<file path="config.mk">
export PLATFORM = sky130hd
export DESIGN_NAME = uart_rx_ctrl_flat
export DESIGN_NICKNAME = d
export VERILOG_FILES = /design/src/rtl/uart_rx_ctrl_if.sv /design/src/rtl/uart_rx_ctrl.sv /design/src/flat_wrapper.sv
export SDC_FILE = /design/constraint.sdc
export NUM_CORES = 1
export LEC_CHECK = 0
export ABC_AREA = 1
export ABC_CLOCK_PERIOD_IN_PS = 4800
export BUFFER_PORTS_ARGS = -buffer_cell sky130_fd_sc_hd__buf_4
export CORE_MARGIN = 3
export CORE_UTILIZATION = 50
export DETAILED_ROUTE_END_ITERATION = 16
export GPL_TIMING_DRIVEN = 0
export HOLD_SLACK_MARGIN = 0.15
export PLACE_DENSITY_LB_ADDON = 0.05
export SETUP_SLACK_MARGIN = 0.1
export SYNTH_ARGS = -nofsm -noshare
export SYNTH_HDL_FRONTEND = slang
export SYNTH_SLANG_ARGS = --single-unit
export TNS_END_PERCENT = 5
</file>
<file path="constraint.sdc">
create_clock -name clk -period 4.8 [get_ports clk]
set_clock_uncertainty 0.15 [all_clocks]
set_input_delay 0.48 -clock clk [delete_from_list [all_inputs] [get_ports clk]]
set_output_delay 0.48 -clock clk [all_outputs]
set_load 0.02 [all_outputs]
</file>
<file path="src/rtl/uart_rx_ctrl_if.sv">
// Serial line and per-bit output strobes between the UART RX bit-timing controller
// and the deserializer it feeds.
interface uart_rx_ctrl_if;
    logic rx;
    logic data_out;
    logic shift_en;
    logic rx_done;
    logic frame_err;
    logic busy;

    modport master (
        input  rx,
        output data_out,
        output shift_en,
        output rx_done,
        output frame_err,
        output busy
    );

    modport slave (
        output rx,
        input  data_out,
        input  shift_en,
        input  rx_done,
        input  frame_err,
        input  busy
    );
endinterface

</file>
<file path="src/rtl/uart_rx_ctrl.sv">
// UART RX bit-timing controller: synchronises rx, finds the start bit, samples 8 data bits
// at mid-bit (LSB first) with a shift strobe per bit, then checks the stop bit.
module uart_rx_ctrl #(
    parameter int unsigned CLKS_PER_BIT = 16,
    parameter int unsigned CNT_W        = 16
) (
    input logic            clk,
    input logic            rst,
    uart_rx_ctrl_if.master bus
);

    localparam logic [2:0] StIdle     = 3'd0;
    localparam logic [2:0] StStart    = 3'd1;
    localparam logic [2:0] StData     = 3'd2;
    localparam logic [2:0] StStop     = 3'd3;
    localparam logic [2:0] StWaitIdle = 3'd4;

    localparam logic [CNT_W-1:0] HalfMax = CNT_W'(CLKS_PER_BIT / 2 - 1);
    localparam logic [CNT_W-1:0] BitMax  = CNT_W'(CLKS_PER_BIT - 1);

    logic [2:0]       state_q, state_d;
    logic [CNT_W-1:0] cnt_q, cnt_d;
    logic [2:0]       bit_idx_q, bit_idx_d;
    logic             rx_meta_q, rx_meta_d;
    logic             rx_s_q, rx_s_d;
    logic             data_out_q, data_out_d;
    logic             sample_q, sample_d;
    logic             shift_en_q, shift_en_d;
    logic             rx_done_q, rx_done_d;
    logic             frame_err_q, frame_err_d;

    logic cnt_at_half;
    logic cnt_at_bit;

    assign cnt_at_half = (cnt_q == HalfMax);
    assign cnt_at_bit  = (cnt_q == BitMax);

    always_comb begin
        state_d     = state_q;
        cnt_d       = cnt_q;
        bit_idx_d   = bit_idx_q;
        rx_meta_d   = bus.rx;
        rx_s_d      = rx_meta_q;
        data_out_d  = data_out_q;
        sample_d    = 1'b0;
        // Strobe trails the sample by one edge so data_out is already settled when it rises.
        shift_en_d  = sample_q;
        rx_done_d   = 1'b0;
        frame_err_d = 1'b0;

        case (state_q)
            StIdle: begin
                if (!rx_s_q) begin
                    state_d = StStart;
                    cnt_d   = '0;
                end
            end
            StStart: begin
                cnt_d = cnt_q + 1'b1;
                if (cnt_at_half) begin
                    cnt_d = '0;
                    if (!rx_s_q) begin
                        state_d   = StData;
                        bit_idx_d = 3'd0;
                    end else begin
                        state_d = StIdle;
                    end
                end
            end
            StData: begin
                cnt_d = cnt_q + 1'b1;
                if (cnt_at_bit) begin
                    cnt_d      = '0;
                    data_out_d = rx_s_q;
                    sample_d   = 1'b1;
                    bit_idx_d  = bit_idx_q + 3'd1;
                    if (bit_idx_q == 3'd7) begin
                        state_d = StStop;
                    end
                end
            end
            StStop: begin
                cnt_d = cnt_q + 1'b1;
                if (cnt_at_bit) begin
                    cnt_d = '0;
                    if (rx_s_q) begin
                        rx_done_d = 1'b1;
                        state_d   = StIdle;
                    end else begin
                        frame_err_d = 1'b1;
                        state_d     = StWaitIdle;
                    end
                end
            end
            StWaitIdle: begin
                // A held-low line (break) must not be mistaken for a new start bit.
                if (rx_s_q) begin
                    state_d = StIdle;
                end
            end
            default: begin
                state_d = StIdle;
            end
        endcase
    end

    always_ff @(posedge clk) begin
        if (rst) begin
            state_q     <= StIdle;
            cnt_q       <= '0;
            bit_idx_q   <= 3'd0;
            rx_meta_q   <= 1'b1;
            rx_s_q      <= 1'b1;
            data_out_q  <= 1'b1;
            sample_q    <= 1'b0;
            shift_en_q  <= 1'b0;
            rx_done_q   <= 1'b0;
            frame_err_q <= 1'b0;
        end else begin
            state_q     <= state_d;
            cnt_q       <= cnt_d;
            bit_idx_q   <= bit_idx_d;
            rx_meta_q   <= rx_meta_d;
            rx_s_q      <= rx_s_d;
            data_out_q  <= data_out_d;
            sample_q    <= sample_d;
            shift_en_q  <= shift_en_d;
            rx_done_q   <= rx_done_d;
            frame_err_q <= frame_err_d;
        end
    end

    assign bus.data_out  = data_out_q;
    assign bus.shift_en  = shift_en_q;
    assign bus.rx_done   = rx_done_q;
    assign bus.frame_err = frame_err_q;
    assign bus.busy      = (state_q != StIdle);

endmodule

</file>
<file path="src/flat_wrapper.sv">
// flat-port wrapper written by rule: the top's interface ports become plain ports
module uart_rx_ctrl_flat 
#(
    parameter int unsigned CLKS_PER_BIT = 16,
    parameter int unsigned CNT_W        = 16
)
  (clk, rst, bus_rx, bus_data_out, bus_shift_en, bus_rx_done, bus_frame_err, bus_busy);
  uart_rx_ctrl_if bus_i ();
  input logic clk;
  input logic rst;
  input wire logic [$bits(bus_i.rx)-1:0] bus_rx;
  output wire logic [$bits(bus_i.data_out)-1:0] bus_data_out;
  output wire logic [$bits(bus_i.shift_en)-1:0] bus_shift_en;
  output wire logic [$bits(bus_i.rx_done)-1:0] bus_rx_done;
  output wire logic [$bits(bus_i.frame_err)-1:0] bus_frame_err;
  output wire logic [$bits(bus_i.busy)-1:0] bus_busy;
  assign bus_i.rx = bus_rx;
  assign bus_data_out = bus_i.data_out;
  assign bus_shift_en = bus_i.shift_en;
  assign bus_rx_done = bus_i.rx_done;
  assign bus_frame_err = bus_i.frame_err;
  assign bus_busy = bus_i.busy;
  uart_rx_ctrl #(.CLKS_PER_BIT(CLKS_PER_BIT), .CNT_W(CNT_W)) u_core (.clk(clk), .rst(rst), .bus(bus_i));
endmodule
</file>
==> results_dict.tcl <==
set metrics [dict create \
    run_status "completed" \
    reg2reg_slack_ns 2.92 \
    endpoint_kind "flip-flop" \
    portBuffers 7 \
    ctsResizeCount 0 \
    htreeDepth 2 \
    io_pins 8 \
    nets 246 \
    slew_headroom_pct 71.8 \
    yosys_most_used_dff "dfxtp_1" \
    clockRootBuffer "clkbuf_4" \
    yosysSeqAreaShare_pct 36.2 \
    postCtsSetupBuffers 0 \
    setup-tns-final_ns 0 \
    antenna_left 0 \
    grt_pass1_vias 1402 \
    arrival_ns 1.95 \
    hp-class "in2reg" \
    num_rows 19 \
    synth_top_family_by_area "simple AND/OR/NAND/NOR gates" \
    worst_r2r_path_depth 8 \
    dp_hpwl_um 2610 \
    crit_buf_inv 1 \
    r2r-end "u_core.bit_idx_q[1]$_SDFFE_PP0P_" \
    yosysWarnings 0 \
    grt-busiest-layer "met2" \
    synthXorXnorAreaFrac_pct 2.73 \
    power_density_nw_per_um2 354 \
    cp.required_ns 4.87 \
    hold_violations 0 \
    yosysUniqueCellTypes 33 \
    report.final.slew_viol_count 0 \
    drive_above_1_share_pct 17.0 \
    drt_iter0_drc 82 \
    cts.sinks 29 \
    finalSetupViolCount 0 \
    synth_seq_cells 29 \
    worst_pin_slew_ns 0.423 \
    diodes 0 \
    crit_chain "ha_1, nand3_4, nor2_4, nand3_1, nand2_1, inv_1, a21oi_1, nor2_1" \
    crit_slowest_cell "dfxtp_1" \
    fin_crit_sh_pct 39.3 \
    die_w_um 62.7 \
    power.switching_uw 246 \
    clkSlewWorstSetupHoldPaths_ns 0.09 \
    via_count 1500 \
    clkPwrFrac_pct 22.4 \
    worstHoldStart "bus_rx" \
    postSynthAreaPerCell_sq_um 7.10 \
    grtUsageMet1_pct 20.5 \
    met2_usage_pct 34.4 \
    path_max_fanout 6 \
    worstSetupPathType "reg2reg" \
    p_int_uw 377 \
    peakVddDrop_v 0.000268 \
    syn-num-nets 232 \
    combPwrFrac_pct 33.9 \
    core_sq_um 2900 \
    synthTopCellsByArea "dfxtp_1, nand2_1, nor2_1" \
    gp_congestion 0.915 \
    fill_cells 301 \
    critPathLaunchType "flip-flop" \
    dieArea_sq_um 3930 \
    die_h_um 62.7 \
    dr.pass1.iters 4 \
    fin_cells 283 \
    cts_hold_buf 0 \
    hold_end "u_core.rx_meta_q$_SDFF_PP1_" \
    synth_area_sq_um 1610 \
    power_frac_seq_pct 43.6 \
    antenna_found_initial 0 \
    synth_common_cells "nand2_1, nor2_1, dfxtp_1, inv_1, nand3_1" \
    async_flop_share_pct 0 \
    leakage_nw 0.722 \
    post_drt_via_cell_ratio 5.30 \
    drc 0 \
    met3_usage_pct 5.04 \
    rsz0062_at_grt "false" \
    syn_to_final_growth_pct 9.74 \
    synth_edf_count 0 \
    hold_depth 2 \
    cts_tree "done" \
    netlist.area_leader.share_pct 36.2 \
    synth_mux_area_share_pct 0 \
    overflow 0 \
    clock_latency_ns 0.33 \
    synth_most_common_cell "nand2_1" \
    synthAdderAreaFrac_pct 2.34 \
    synth_simple_gate_area_share_pct 45.0 \
    grt_pass1_wl_um 5910 \
    synth-compound-area-share_pct 7.40 \
    slowest_delay_ns 0.39 \
    finalCriticalPeriod_ns 1.88 \
    swShare_pct 39.5 \
    maxCapViolations 0 \
    cp_top_family "simple AND/OR/NAND/NOR gates" \
    grt_max_degree 11 \
    cts_buffers 5 \
    synth_top_cell_by_area "dfxtp_1" \
    grt_usage_pct 18.6 \
    drt-wirelength-per-cell_um 11.8 \
    cts.path.max_buffers 2 \
    fmax_mhz 531 \
    placed_cells 275 \
    wirelength_um 3330 \
    r2r_start "u_core.cnt_q[0]$_SDFFE_PP0P_" \
    initial_core_util_pct 55.3 \
    synthCells 226 \
]
[worst register-to-register path, cell delays in order (launching register included)]
cell and delay (ns):
dfxtp_1 0.39, ha_1 0.27, nand3_4 0.14, nor2_4 0.18
nand3_1 0.21, nand2_1 0.18, inv_1 0.09, a21oi_1 0.13
nor2_1 0.05
[routing by layer]
layer,vias to the layer above,routed length [um],share of wire (%)
met5,-,0,0
met1,704,1460,44
li1,765,-,-
met2,27,1720,52
met3,4,116,3.5
met4,0,33,0.99
[cell usage in the layout (no fill, tap or decap), types with 3 or more instances in the layout]
cell	Yosys	routed
nand3_1	13	13
buf_4	0	7
nor2_1	34	34
inv_1	21	21
o21ai_0	7	7
nand2_1	50	50
ha_1	3	3
nand2_2	7	7
clkbuf_4	1	6
xor2_1	3	3
nand4_1	7	7
a21oi_1	11	11
nor2_4	5	5
nor3_1	10	10
nand3_2	3	3
dfxtp_1	29	29
[cells by family after synthesis]
| kind of cell | Yosys count |
|---|---|
| buf+inv | 26 |
| xor+xnor | 5 |
| compound gates | 22 |
| flops | 29 |
| fa+ha+maj | 3 |
| simple gates | 141 |
[state kept, by name, summed over array words and instances, names as in the netlist]
name,flops
u_core.cnt_q,16
u_core.rx_meta_q,1
u_core.bus.rx_done,1
u_core.bus.shift_en,1
u_core.bit_idx_q,3
u_core.sample_q,1
u_core.bus.frame_err,1
u_core.state_q,3
u_core.rx_s_q,1
u_core.bus.data_out,1
[power groups by stage]
stage | Combinational [mW] | Clock, mW | Sequential (mW)
after CTS | 0.213 | 0.144 | 0.271
after floorplan | 0.164 | 0 | 0.274
after global routing | 0.240 | 0.158 | 0.273
after global placement | 0.208 | 0 | 0.276
after detailed placement | 0.212 | 0 | 0.277
final | 0.212 | 0.140 | 0.272
[worst max path at each step]
stage / startpoint / endpoint / slack [ns] / depth (start not counted)
4_1_cts: u_core.cnt_q[0]$_SDFFE_PP0P_ / u_core.bit_idx_q[1]$_SDFFE_PP0P_ / 2.94 / 8
3_3_place_gp: u_core.cnt_q[0]$_SDFFE_PP0P_ / u_core.bit_idx_q[1]$_SDFFE_PP0P_ / 3.01 / 8
6_report: u_core.cnt_q[0]$_SDFFE_PP0P_ / u_core.bit_idx_q[1]$_SDFFE_PP0P_ / 2.92 / 8
2_1_floorplan: u_core.cnt_q[0]$_SDFFE_PP0P_ / u_core.bit_idx_q[1]$_SDFFE_PP0P_ / 3.19 / 8
3_5_place_dp: u_core.cnt_q[0]$_SDFFE_PP0P_ / u_core.bit_idx_q[1]$_SDFFE_PP0P_ / 2.96 / 8
5_1_grt: u_core.cnt_q[0]$_SDFFE_PP0P_ / u_core.bit_idx_q[1]$_SDFFE_PP0P_ / 2.79 / 8
[through the flow]
| stage | worst slack [ns] | utilization [%] | instance area, sq um | hold WS [ns] | total power [mW] |
|---|---|---|---|---|---|
| floorplan | 3.19 | - | 1610 | 0.238 | 0.437 |
| global placement | 3.01 | 59.0 | 1710 | 0.239 | 0.484 |
| detailed placement | 2.96 | 59.0 | 1710 | 0.242 | 0.490 |
| CTS | 2.94 | 60.7 | 1760 | 0.174 | 0.629 |
| global route | 2.79 | 60.7 | 1760 | 0.188 | 0.671 |
| finish | 2.92 | 60.7 | 1760 | 0.187 | 0.624 |
[final cells by class]
cell class | instances | area [sq um] | share of cell area (%)
inverters | 23 | 86.3 | 4.90
flip-flops and latches | 29 | 581 | 33.0
repair buffers | 7 | 52.6 | 2.98
well taps | 42 | 52.6 | 2.98
clock buffers | 6 | 41.3 | 2.34
multi-input cells | 171 | 922 | 52.3
plain buffers | 3 | 16.3 | 0.923
clock inverters | 2 | 10.0 | 0.568
No activity file was read; power rests on OpenSTA's default activity.
